## src/rtl/crc_parallel_param.sv

```systemverilog
// Parametrised parallel CRC engine: absorbs DATA_W bits per accepted beat, framed by start/finish.
// Optional CRC_CHECK_EN adds an expected_crc input and a registered crc_match result flag.
module crc_parallel_param #(
    parameter int unsigned      CRC_W       = 16,
    parameter int unsigned      DATA_W      = 8,
    parameter logic [CRC_W-1:0] POLY        = CRC_W'(16'h1021),
    parameter logic [CRC_W-1:0] INIT        = CRC_W'(16'hFFFF),
    parameter logic [CRC_W-1:0] XOR_OUT     = CRC_W'(16'h0000),
    parameter bit               REFLECT_IN  = 1'b0,
    parameter bit               REFLECT_OUT = 1'b0
) (
    input  logic              clk,
    input  logic              rst,
    input  logic              start,
    input  logic              data_valid,
    input  logic [DATA_W-1:0] data_in,
    output logic              data_ready,
    input  logic              finish,
    output logic [CRC_W-1:0]  crc_out,
    output logic              crc_valid,
    output logic              busy,
`ifdef CRC_CHECK_EN
    input  logic [CRC_W-1:0]  expected_crc,
    output logic              crc_match,
`endif
    output logic [15:0]       beat_count
);

    localparam int unsigned CNT_W   = 16;
    localparam logic [CNT_W-1:0] CNT_MAX = {CNT_W{1'b1}};

    typedef enum logic [1:0] {
        S_IDLE = 2'd0,
        S_RUN  = 2'd1,
        S_DONE = 2'd2
    } state_t;

    state_t             state_q;
    logic [CRC_W-1:0]   crc_q;
    logic [CRC_W-1:0]   crc_out_q;
    logic               crc_valid_q;
    logic               busy_q;
    logic               data_ready_q;
    logic [CNT_W-1:0]   beat_count_q;
`ifdef CRC_CHECK_EN
    logic               crc_match_q;
`endif

    logic               accept_c;
    logic [CRC_W-1:0]   crc_d;
    logic [CRC_W-1:0]   result_d;

    // Unrolled LFSR: every data bit of the beat is folded in within one cycle.
    function automatic logic [CRC_W-1:0] crc_step(input logic [CRC_W-1:0] crc_in,
                                                  input logic [DATA_W-1:0] din);
        logic [CRC_W-1:0] c;
        logic             fb;
        c = crc_in;
        for (int i = 0; i < int'(DATA_W); i++) begin
            fb = c[CRC_W-1] ^ (REFLECT_IN ? din[i] : din[int'(DATA_W) - 1 - i]);
            c  = {c[CRC_W-2:0], 1'b0} ^ (fb ? POLY : '0);
        end
        return c;
    endfunction

    function automatic logic [CRC_W-1:0] bitrev(input logic [CRC_W-1:0] v);
        logic [CRC_W-1:0] r;
        r = '0;
        for (int i = 0; i < int'(CRC_W); i++) begin
            r[i] = v[int'(CRC_W) - 1 - i];
        end
        return r;
    endfunction

    // data_ready_q is high exactly while the state register holds RUN.
    always_comb begin
        accept_c = data_valid & data_ready_q;
        crc_d    = accept_c ? crc_step(crc_q, data_in) : crc_q;
        result_d = (REFLECT_OUT ? bitrev(crc_d) : crc_d) ^ XOR_OUT;
    end

    always_ff @(posedge clk) begin
        if (rst) begin
            state_q      <= S_IDLE;
            crc_q        <= INIT;
            crc_out_q    <= '0;
            crc_valid_q  <= 1'b0;
            busy_q       <= 1'b0;
            data_ready_q <= 1'b0;
            beat_count_q <= '0;
`ifdef CRC_CHECK_EN
            crc_match_q  <= 1'b0;
`endif
        end else begin
            case (state_q)
                S_IDLE: begin
                    if (start) begin
                        state_q      <= S_RUN;
                        crc_q        <= INIT;
                        beat_count_q <= '0;
                        busy_q       <= 1'b1;
                        data_ready_q <= 1'b1;
                    end
                end
                S_RUN: begin
                    if (start) begin
                        // Restart drops any beat presented in the same cycle.
                        crc_q        <= INIT;
                        beat_count_q <= '0;
                    end else begin
                        crc_q <= crc_d;
                        if (accept_c && (beat_count_q != CNT_MAX)) begin
                            beat_count_q <= beat_count_q + CNT_W'(1);
                        end
                        if (finish) begin
                            state_q      <= S_DONE;
                            crc_out_q    <= result_d;
                            crc_valid_q  <= 1'b1;
                            busy_q       <= 1'b0;
                            data_ready_q <= 1'b0;
`ifdef CRC_CHECK_EN
                            crc_match_q  <= (result_d == expected_crc);
`endif
                        end
                    end
                end
                S_DONE: begin
                    if (start) begin
                        state_q      <= S_RUN;
                        crc_q        <= INIT;
                        beat_count_q <= '0;
                        crc_valid_q  <= 1'b0;
                        busy_q       <= 1'b1;
                        data_ready_q <= 1'b1;
`ifdef CRC_CHECK_EN
                        crc_match_q  <= 1'b0;
`endif
                    end
                end
                default: begin
                    state_q      <= S_IDLE;
                    busy_q       <= 1'b0;
                    data_ready_q <= 1'b0;
                end
            endcase
        end
    end

    assign crc_out    = crc_out_q;
    assign crc_valid  = crc_valid_q;
    assign busy       = busy_q;
    assign data_ready = data_ready_q;
    assign beat_count = beat_count_q;
`ifdef CRC_CHECK_EN
    assign crc_match  = crc_match_q;
`endif

endmodule

```

## config.mk

```make
export PLATFORM = sky130hd
export DESIGN_NAME = crc_parallel_param
export DESIGN_NICKNAME = d
export VERILOG_FILES = /design/src/rtl/crc_parallel_param.sv
export SDC_FILE = /design/constraint.sdc
export NUM_CORES = 1
export LEC_CHECK = 0
export CAP_MARGIN = 20
export CORE_MARGIN = 3
export CORE_UTILIZATION = 30
export DETAILED_ROUTE_END_ITERATION = 16
export GPL_TIMING_DRIVEN = 0
export HOLD_SLACK_MARGIN = 0.1
export PLACE_DENSITY = 0.46
export REMOVE_ABC_BUFFERS = 1
export SLEW_MARGIN = 25
export SYNTH_ARGS = -nofsm -noshare
export SYNTH_HDL_FRONTEND = slang
export SYNTH_SLANG_ARGS = --single-unit
```

## constraint.sdc

```tcl
create_clock -name clk -period 2.22 [get_ports clk]
set_input_delay 0.444 -clock clk [delete_from_list [all_inputs] [get_ports clk]]
set_output_delay 0.444 -clock clk [all_outputs]
set_load 0.1 [all_outputs]
```

# Word level (Yosys, flattened, before mapping)
# Cells that the tools add are included.
# totals
reg_bits	52
inputBits	13
output_inout_bits	35
word_cells	71
# op_classes
addsub	1
n_eq_ne	8
mux	28
n_bitwise	18
n_reduce_logical	10
# op_table
op	count
$xor A16 B13 Y16	8
$mux W13	8
$mux W16	6
$pmux W16 S2	2
$add A16 B1 Y16 const B	1
$ne A16 B16 Y1 const B	1
$reduce_and A3 Y1	3
$xor A1 B1 Y1	8
$mux W1	6
$mux W2	3
$ne A2 B2 Y1 const B	3
$pmux W1 S2	2
$pmux W2 S2	1
$reduce_and A4 Y1	1
$reduce_bool A2 Y1	2
$ne A3 B3 Y1 const B	1
$eq A2 B1 Y1 const B	1
$eq A2 B2 Y1 const B	1
$logic_not A2 Y1	1
$ne A2 B1 Y1 const B	1
$reduce_and A2 Y1	1
$reduce_or A2 Y1	1
$and A1 B1 Y1	1
$logic_and A1 B1 Y1	1
$not A1 Y1	1

# Depth between registers and ports, before layout
# Gate-level depths: netlist of run 1.
# logic_depth
depth_word	27
depth_mapped	8
depth_no_buf	6

# Worst setup path after synthesis of run 1
# No wires, ideal clock.
# synth_path
kind	reg-to-reg
start	register beat_count_q[6] (netlist: beat_count[6])
end	register beat_count_q[14] (netlist: beat_count[14])
setup_ns	0.070
arrival_time_ns	2.345
setup_slack_ns	-0.195
stages_incl_launch_ff	7
synth_period_minus_slack_ns	2.415
path_cell_list	dfxtp_1 -> buf_2 -> nand4_2 -> nor3_4 -> nand3_1 -> or3_1 -> a21oi_1
# synth_via
elab_chain_len	4
word_cells_on_any_way	8
# synth_rtl
element	line	source
from (decl)	44	logic [CNT_W-1:0] beat_count_q;
from (signal assigned)	113	beat_count_q <= beat_count_q + CNT_W'(1);
$add A16 B1 Y16 or $ne A16 B16 Y1 (tied branches)	113, 112	
$mux W16 or $logic_and A1 B1 Y1 (tied branches)	112	if (accept_c && (beat_count_q != CNT_MAX)) begin
$mux W16 or $ne A3 B3 Y1 (tied branches)	n/a	
$pmux W16 S2 or $reduce_and A3 Y1 (tied branches)	n/a	
# Several ways; a longest one is shown, not always the timed one. The select of a mux whose other input is x is not followed.
# A chain may end at the register's enable or synchronous reset.

# Final worst setup path of run 1
# layout_path
start	register beat_count_q[6] (netlist: beat_count[6])
end	output port beat_count[6]
# layout_lines
element	line	source
to (decl)	26	output logic [15:0] beat_count
# No word-level cell between the ends.

==> impl_metrics.env, run 1 <==
export IMPL_diodes=0
export IMPL_clk_insertion_delay_late_ns=0.30
export IMPL_clk_path_buf_depth=2
export IMPL_crit_family="buffers and inverters"
export IMPL_ys_seq_area_share_pct=38.6
export IMPL_cp_required_ns=1.78
export IMPL_drt_pre_antenna_iters=4
export IMPL_cts_sinks=52
export IMPL_grt_max_degree=29
export IMPL_hold_buffers=0
export IMPL_finalHoldViolations=0
export IMPL_setup_tns_ns=0
export IMPL_post_route_drc_count=0
export IMPL_slowest_stage="dlygate4sd2_1"
export IMPL_end_kind="output port"
export IMPL_cts_root_buf="clkbuf_8"
export IMPL_syn_inst=326
export IMPL_max_slew_margin_rel_pct=35.3
export IMPL_grt_pass1_vias=2221
export IMPL_grtUsageTotal_pct=14.3
export IMPL_worstMarginPinSlew_ns=0.975
export IMPL_critPathBufInv=1
export IMPL_final_common_cell="dfxtp_1"
export IMPL_leakagePower_uw=0.00130
export IMPL_cp_max_fo=9
export IMPL_areaGrowthSynthToFinish_pct=22.1
export IMPL_core_area_um2=8460
export IMPL_layout_nets=379
export IMPL_drt_wl_total_um=7050
export IMPL_synth_area_top_cells="dfxtp_1 39%, a21oi_1 7.1%, nand2_1 5.6%"
export IMPL_worstHoldPathCells=2
export IMPL_netlist_area_um2=2700
export IMPL_wl_per_cell_um=15.1
export IMPL_ys_ff_latch=52
export IMPL_setup_ws_ns=0.0772
export IMPL_ant_nets=0
export IMPL_crit_path_cell_trace="dlygate4sd2_1"
export IMPL_layout_common_cells="52 x dfxtp_1, 39 x nand2_1, 37 x a21oi_1"
export IMPL_slowest_delay_ns=0.90
export IMPL_start_util_pct=31.9
export IMPL_setup_viol=0
export IMPL_synth_area_leader_cell="dfxtp_1"
export IMPL_place_hpwl_um=4990
export IMPL_gp_congestion=0.786
export IMPL_h_tree_depth=2
export IMPL_timing_final_crit_share_pct=96.5
export IMPL_port_buffers=47
export IMPL_syn_area_per_cell_um2=8.27
export IMPL_arrival_ns=1.70
export IMPL_max_freq_mhz=467
export IMPL_dr_total_vias=2362
export IMPL_hold_path_class="reg2reg"
export IMPL_cap_violations=0
export IMPL_cts_clk_slew_worst_paths_ns=0.09
export IMPL_rows=33
export IMPL_status="finished clean"
export IMPL_dp_slack_ns=-0.811
export IMPL_yosys_cell_types_count=52
export IMPL_worst_path_stages=1
export IMPL_period_minus_slack_ns=2.14
export IMPL_die_y_um=101
export IMPL_cts_buffers=5
export IMPL_ir_drop_v=0.000260
export IMPL_startpoint_type="register"
export IMPL_rsz0062_at_grt="false"
export IMPL_critPathKind="reg2out"
export IMPL_drive_gt1_share_pct=9.37
export IMPL_fill_cells=896
export IMPL_power_per_cell_area_nw_per_um2=559
export IMPL_die_w_um=101
export IMPL_drv_slew=0
export IMPL_synth_top_area_share_pct=38.6
export IMPL_antenna_found_initial=0
export IMPL_rr_worst_depth=5
export IMPL_ios=48
export IMPL_yosysWarningCount=0
export IMPL_overflow=0
export IMPL_via_per_inst=5.05
export IMPL_grt_pass1_wl_um=11600
export IMPL_die_area_um2=10200
export IMPL_drt_iter0_drc=89
export IMPL_clock_skew_ns=0.00786
export IMPL_cts_tree="yes"
==> sequential cells by signal (all words and copies together), names as in the netlist <==
| register | cells |
|---|---|
| data_ready | 1 |
| beat_count | 16 |
| state_q | 2 |
| crc_q | 16 |
| crc_out | 16 |
| crc_valid | 1 |
==> through the flow <==
| stage | hold slack, ns | cell area (µm²) | total power (µW) | std cells | utilization [%] |
|---|---|---|---|---|---|
| 6_report | 0.449 | 3290 | 1840 | 468 | 38.9 |
| 5_1_grt | 0.470 | 3290 | 1930 | 468 | 38.9 |
| 4_1_cts | 0.456 | 3280 | 1870 | 468 | 38.7 |
| 3_5_place_dp | 0.445 | 3220 | 1370 | 460 | 38.1 |
| 3_3_place_gp | 0.441 | 3190 | 1360 | 458 | 37.7 |
| 2_1_floorplan | 0.466 | 2590 | 1250 | 306 | - |
==> repair_timing <==
item | CTS | global route
gates resized for setup | 39 | 3
setup buffers | 3 | 0
setup endpoints to repair | 51 | 12
==> synth_stat cells, drive strengths merged <==
library cell and count:
o31a 4, clkbuf 9, o21ba 1, o41ai 1, a21boi 2, a21oi 39, a41oi 2, or2 2
a21bo 1, nand2 40, nand2b 14, mux2i 2, nor2b 2, xnor2 12, nor4 2, nor3 10
and2 5, ha 1, o21ai 16, a211oi 6, o22ai 8, and4b 1, dfxtp 52, a31oi 4
and4 1, and3 2, o2bb2ai 1, o211ai 6, xor2 8, buf 11, a311oi 3, nand4 4
or3 8, nand4bb 1, nor2 33, inv 5, nand3 7
==> layer usage <==
metal,GRT usage (%),share of wire (%),vias to the layer above
li1,-,-,1224
met1,22.0,52,1081
met2,20.8,43,53
met3,2.28,4.2,4
met4,3.11,0.75,0
met5,0,0,-
==> layout make-up <==
cell class,instances,area [µm²],share of cell area (%)
multi-input combinational,249,1550,47.2
sequential,52,1040,31.6
timing repair buffer,52,479,14.6
tap,105,131,3.99
clock buffer,5,68.8,2.09
inverter,5,18.8,0.570
==> report_power, final <==
| part | leakage [µW] | switching, µW | total [µW] | internal, µW |
|---|---|---|---|---|
| Combinational | 0.000841 | 260 | 367 | 107 |
| Sequential | 0.000422 | 18.1 | 970 | 951 |
| Clock | 0.0000359 | 300 | 505 | 205 |
==> worst paths after layout <==
check	startpoint	endpoint	slack, ns
worst max-delay path	beat_count[6]	beat_count[6]	0.08
worst min-delay path	crc_out[3]	crc_out[3]	0.45
worst max register to register	state_q[0]	beat_count[12]	0.22
worst min register to register	crc_out[3]	crc_out[3]	0.45
==> kinds of logic after synthesis <==
family	after synthesis	synth area share, %
DFF	52	38.6
and+or+nand+nor	132	25.1
buffers and inverters	25	4.68
muxes	2	0.742
adders and majority gates	1	0.464
AOI/OAI and AO/OA	94	22.5
xor gates and xnor gates	20	7.89
==> worst reg2reg max path: stages, from the launching register on <==
cell and delay [ns]:
dfxtp_1 0.59, a31oi_1 0.20, a21oi_4 0.33, a21boi_2 0.37, a41oi_1 0.16, a311oi_1 0.25
Note: power is estimated with default switching activity, not from simulation.
==> run 2: changes to the inputs <==
--- a/config.mk
+++ b/config.mk
@@ -5,13 +5,14 @@
 export SDC_FILE = /design/constraint.sdc
 export NUM_CORES = 1
 export LEC_CHECK = 0
+export ABC_AREA = 1
 export CAP_MARGIN = 20
 export CORE_MARGIN = 3
-export CORE_UTILIZATION = 30
+export CORE_UTILIZATION = 54
 export DETAILED_ROUTE_END_ITERATION = 16
 export GPL_TIMING_DRIVEN = 0
 export HOLD_SLACK_MARGIN = 0.1
-export PLACE_DENSITY = 0.46
+export PLACE_DENSITY = 0.76
 export REMOVE_ABC_BUFFERS = 1
 export SLEW_MARGIN = 25
 export SYNTH_ARGS = -nofsm -noshare
==> run 2 against run 1 <==
Net effect:
- clock power about the same
- maximum frequency up 1.9%
- sequential power up 1%
- wire length up 9.6%
- first-iteration DRC count up 49%
- sequential cell count unchanged
- count of clock-buffer cells in the layout up 1
- synthesized cell count up 58%
- synthesized area up 16%
- cell count up 34%
- die area down 34%
- critical endpoint is now beat_count[4]
- highest routed layer unchanged
==> impl_metrics.env, run 2 <==
export IMPL_dr_total_vias=3261
export IMPL_setup_ws_ns=0.117
export IMPL_ant_nets=0
export IMPL_crit_path_cell_trace="dlygate4sd2_1"
export IMPL_cp_max_fo=7
export IMPL_place_inst=615
export IMPL_hold_path_class="reg2reg"
export IMPL_die_w_um=82.0
export IMPL_rsz0062_at_grt="false"
export IMPL_via_per_inst=5.20
export IMPL_period_minus_slack_ns=2.10
export IMPL_cp_required_ns=1.78
export IMPL_synthArstFlopShare_pct=0
export IMPL_synth_top_cells_by_count="173 x nand2_1, 73 x inv_1, 61 x nor2_1, 55 x nand3_1, 52 x dfxtp_1"
export IMPL_power_per_cell_area_nw_per_um2=537
export IMPL_synth_ff_type="dfxtp_1"
export IMPL_drt_iter0_drc=133
export IMPL_fin_hold_ws_ns=0.475
export IMPL_critPathKind="reg2out"
export IMPL_setup_viol=0
export IMPL_synth_area_top_cells="dfxtp_1 33%, nand2_1 21%, nand3_1 8.8%"
export IMPL_cts_buffers=5
export IMPL_globalRouteMet1Util_pct=27.4
export IMPL_arrival_ns=1.66
export IMPL_synth_most_common_cell="nand2_1"
export IMPL_antenna_found_initial=0
export IMPL_clock_skew_ns=0.00513
export IMPL_synth_edf_count=0
export IMPL_leakagePower_uw=0.00203
export IMPL_drive_gt1_share_pct=8.29
export IMPL_wl_per_cell_um=12.3
export IMPL_drt_pre_antenna_iters=5
export IMPL_layout_common_cells="172 x nand2_1, 71 x inv_1, 61 x nor2_1"
export IMPL_grt_use_met3_pct=2.96
export IMPL_end_kind="output port"
export IMPL_place_hpwl_um=5230
export IMPL_max_slew_margin_rel_pct=35.3
export IMPL_dp_slack_ns=-0.822
export IMPL_grtUsageTotal_pct=23.6
export IMPL_worstMarginPinSlew_ns=0.969
export IMPL_layoutNonFillerInstCount=627
export IMPL_cts_tree="yes"
export IMPL_ios=48
export IMPL_top_usage_layer="met2"
export IMPL_grt_max_degree=33
export IMPL_yosys_cell_types_count=25
export IMPL_timing_final_crit_share_pct=94.7
export IMPL_overflow=0
export IMPL_grt_pass1_vias=2916
export IMPL_drt_wl_total_um=7730
export IMPL_status="finished clean"
export IMPL_hold_buffers=0
export IMPL_ys_ff_latch=52
export IMPL_synth_top_area_share_pct=33.4
export IMPL_slowest_delay_ns=0.90
export IMPL_gp_congestion=0.831
export IMPL_cts_clk_slew_worst_paths_ns=0.09
export IMPL_syn_inst=515
export IMPL_areaGrowthSynthToFinish_pct=17.8
export IMPL_synth_area_leader_cell="dfxtp_1"
export IMPL_crit_family="buffers and inverters"
export IMPL_grt_pass1_wl_um=12600
export IMPL_use_met2_pct=44.6
export IMPL_ys_seq_area_share_pct=33.4
export IMPL_layout_nets=569
export IMPL_cts_sinks=52
export IMPL_critPathBufInv=1
export IMPL_post_route_drc_count=0
export IMPL_yosysWarningCount=0
export IMPL_drv_slew=0
export IMPL_max_freq_mhz=476
export IMPL_slowest_stage="dlygate4sd2_1"
export IMPL_rows=27
export IMPL_die_area_um2=6720
export IMPL_core_area_um2=5540
export IMPL_final_common_cell="nand2_1"
export IMPL_cap_violations=0
export IMPL_h_tree_depth=2
export IMPL_diodes=0
export IMPL_netlist_area_um2=3120
export IMPL_startpoint_type="register"
export IMPL_syn_area_per_cell_um2=6.05
export IMPL_start_util_pct=56.3
export IMPL_port_buffers=47
export IMPL_die_y_um=82.0
export IMPL_finalHoldViolations=0
export IMPL_clk_path_buf_depth=2
export IMPL_cts_root_buf="clkbuf_8"
export IMPL_clk_insertion_delay_late_ns=0.30
export IMPL_ir_drop_v=0.000331
[run 2: kinds of logic after synthesis]
kind of cell | Yosys count | synth area share [%]
buffers and inverters | 98 | 13.3
AOI/OAI and AO/OA | 43 | 7.23
DFF | 52 | 33.4
and+or+nand+nor | 321 | 45.6
adders and majority gates | 1 | 0.401
[run 2: cell type report]
cell class	instances	area, µm²
clock buffers	6	72.6
clock inverters	1	5.00
fillers	561	1870
inverters	79	307
multi-input cells	366	1680
flip-flops and latches	52	1040
well taps	72	90.1
repair buffers	50	470
repair inverters	1	7.51
[run 2: final timing paths]
check / end / slack [ns] / cells after the start / startpoint
setup / recovery: beat_count[4] / 0.12 / 1 / beat_count[4]
hold reg to reg: crc_valid / 0.48 / 2 / crc_valid
setup reg to reg: beat_count[14] / 0.25 / 10 / beat_count[0]
hold / removal: crc_valid / 0.48 / 2 / crc_valid
[run 2: power breakdown]
part           switching, µW  internal [µW]  total (µW)
clock                    291            215         506
combinational            369            117         487
sequential              22.2            957         980
[run 2: repair_timing]
action,CTS,global route
endpoints found under the hold margin,0,0
setup endpoints to repair,64,18
cloned,1,1
resized for setup,34,10
pin swaps,0,2
setup buffers,1,2
[run 2: through the flow]
stage / utilization [%] / instance area (µm²) / total power (µW) / TNS [ns]
finish: 66.3 / 3670 / 1970 / 0
CTS: 65.6 / 3630 / 1980 / 0
global placement: 64.2 / 3560 / 1480 / -25.45
floorplan: - / 3000 / 1350 / -51.40
detailed placement: 64.3 / 3560 / 1490 / -22.86
global route: 66.3 / 3670 / 2070 / 0
[run 2: routing by layer]
layer	vias to the layer above	part of all wire, %
li1	1671	-
met1	1470	43
met2	105	51
met3	15	5.1
met4	0	1.3
met5	-	0
==> run 3: changes to the inputs <==
--- a/config.mk
+++ b/config.mk
@@ -7,8 +7,9 @@
 export LEC_CHECK = 0
 export ABC_AREA = 1
 export CAP_MARGIN = 20
-export CORE_MARGIN = 3
+export CORE_MARGIN = 2
 export CORE_UTILIZATION = 54
+export CTS_CLUSTER_SIZE = 25
 export DETAILED_ROUTE_END_ITERATION = 16
 export GPL_TIMING_DRIVEN = 0
 export HOLD_SLACK_MARGIN = 0.1
==> run 3 against run 2 <==
Net effect:
- global-route usage grew 2.3 points
- hold slack worse by 0.0026 ns
- critical path depth grew 3
- clock power up 39%
- cell count shrank 0.16%
- count of clock-buffer cells in the layout is the same
- wire length is 2.9% higher
- first-iteration DRC count is 29% higher
- setup slack got worse by 0.017 ns
- sequential share of layout area about the same
- register-to-register slack improved by 0.02 ns
- via count hardly changed
==> impl_metrics.env, run 3 (synthesis results as in run 2) <==
export IMPL_clk_insertion_delay_late_ns=0.31
export IMPL_wl_per_cell_um=12.7
export IMPL_worstMarginPinSlew_ns=1.06
export IMPL_cap_violations=0
export IMPL_grt_pass1_vias=3003
export IMPL_hold_end="crc_valid"
export IMPL_max_slew_margin_rel_pct=29.3
export IMPL_r2r_end="beat_count[14]"
export IMPL_via_per_inst=5.20
export IMPL_leakagePower_uw=0.00195
export IMPL_r2r_start="beat_count[0]"
export IMPL_diodes=0
export IMPL_power_frac_clock_pct=32.5
export IMPL_setup_tns_ns=0
export IMPL_worstHoldPathCells=2
export IMPL_gp_congestion=0.867
export IMPL_die_y_um=80.0
export IMPL_layout_common_cells="172 x nand2_1, 71 x inv_1, 61 x nor2_1"
export IMPL_rr_worst_depth=10
export IMPL_drt_pre_antenna_iters=5
export IMPL_switching_power_uw=729
export IMPL_timing_final_crit_share_pct=95.5
export IMPL_grt_pass1_wl_um=13100
export IMPL_min_from="crc_valid"
export IMPL_ir_drop_v=0.000444
export IMPL_port_buffers=47
export IMPL_dr_total_vias=3258
export IMPL_ant_nets=0
export IMPL_r2r_slack_ns=0.27
export IMPL_power_per_cell_area_nw_per_um2=589
export IMPL_hold_path_class="reg2reg"
export IMPL_startpoint_type="input pin"
export IMPL_period_minus_slack_ns=2.12
export IMPL_cts_buffers=5
export IMPL_post_route_drc_count=0
export IMPL_end_kind="register"
export IMPL_p_int_uw=1440
export IMPL_setup_viol=0
export IMPL_layoutNonFillerInstCount=626
export IMPL_cts_root_buf="clkbuf_8"
export IMPL_critPathBufInv=2
export IMPL_h_tree_depth=2
export IMPL_combPwrFrac_pct=22.2
export IMPL_start_util_pct=56.3
export IMPL_seqPwrFrac_pct=45.3
export IMPL_layout_nets=567
export IMPL_grtUsageTotal_pct=25.9
export IMPL_slowest_delay_ns=0.90
export IMPL_netSwitchingFraction_pct=33.7
export IMPL_rsz0062_at_grt="false"
export IMPL_core_area_um2=5540
export IMPL_drt_iter0_drc=171
export IMPL_arrival_ns=2.31
export IMPL_drive_gt1_share_pct=8.12
export IMPL_cts_tree="yes"
export IMPL_fin_util_pct=66.4
export IMPL_max_freq_mhz=472
export IMPL_ios=48
export IMPL_crit_path_cell_trace="dlygate4sd2_1 -> clkinvlp_4 -> o21ai_0 -> a21oi_1"
export IMPL_die_w_um=80.0
export IMPL_areaGrowthSynthToFinish_pct=18.0
export IMPL_die_area_um2=6400
export IMPL_clock_skew_ns=0.00557
export IMPL_place_hpwl_um=5260
export IMPL_critPathKind="in2reg"
export IMPL_overflow=0
export IMPL_slowest_stage="dlygate4sd2_1"
export IMPL_rows=27
export IMPL_startpoint="rst"
export IMPL_cts_sinks=52
export IMPL_grt_max_degree=33
export IMPL_cts_clk_slew_worst_paths_ns=0.10
export IMPL_status="finished clean"
export IMPL_finalHoldViolations=0
export IMPL_cp_required_ns=2.41
export IMPL_crit_family="buffers and inverters"
export IMPL_antenna_found_initial=0
export IMPL_drt_wl_total_um=7960
export IMPL_drv_slew=0
export IMPL_place_inst=615
export IMPL_cp_max_fo=21
export IMPL_final_common_cell="nand2_1"
export IMPL_clk_path_buf_depth=2
-- run 3: power groups by stage --
stage	logic (µW)	registers [µW]	clock network [µW]
3_3_place_gp	475	1000	0
6_report	481	980	704
3_5_place_dp	483	1000	0
5_1_grt	521	984	748
2_1_floorplan	194	1160	0
4_1_cts	473	980	722
-- run 3: timing repair --
action                     4_1_cts  5_1_grt
buffers inserted                 1        0
pin swaps                        0        1
cloned                           1        1
gates resized for setup         40        3
hold buffers                     0        0
setup endpoints to repair       71       11
-- run 3: routing by layer --
metal / wire length, µm / vias up / global-route usage (%) / part of all wire [%]
li1: - / 1669 / - / -
met1: 3310 / 1475 / 29.7 / 42
met2: 4050 / 100 / 48.2 / 51
met3: 463 / 14 / 3.96 / 5.8
met4: 130 / 0 / 8.81 / 1.6
met5: 0 / - / 0 / 0
-- run 3: worst max-delay path by stage --
stage	end	slack (ns)	cells after the start
finish	crc_out[3]	0.10	4
global placement	beat_count[14]	-0.81	9
CTS	beat_count[14]	0.01	9
floorplan	beat_count[13]	-1.51	8
global route	crc_out[2]	0.002	4
detailed placement	beat_count[13]	-0.84	9
-- run 3: worst reg2reg max path, stage by stage (launching register included) --
cell	delay (ns)
dfxtp_1	0.44
ha_1	0.23
nand2_2	0.10
nor2_4	0.12
nand2_2	0.08
o21ai_2	0.18
nand2_4	0.23
nand2_2	0.20
inv_1	0.11
nor2_1	0.10
nor2_1	0.05
-- run 3: final cells by class --
type                       instances  area [µm²]
clock buffer                       6        82.6
timing repair buffer              48         433
timing repair inverter             1        7.51
clock inverter                     2        38.8
sequential                        52        1040
tap                               72        90.1
fill                             555        1860
multi-input combinational        366        1680
inverter                          79         307
-- run 3: through the flow --
stage          setup WS, ns  total power (µW)  hold slack [ns]  area, µm²
2_1_floorplan         -1.51              1350            0.459       3000
3_5_place_dp         -0.839              1480            0.464       3560
6_report              0.100              2170            0.473       3680
4_1_cts              0.0110              2170            0.476       3660
5_1_grt             0.00151              2250            0.508       3680
3_3_place_gp         -0.811              1480            0.459       3560
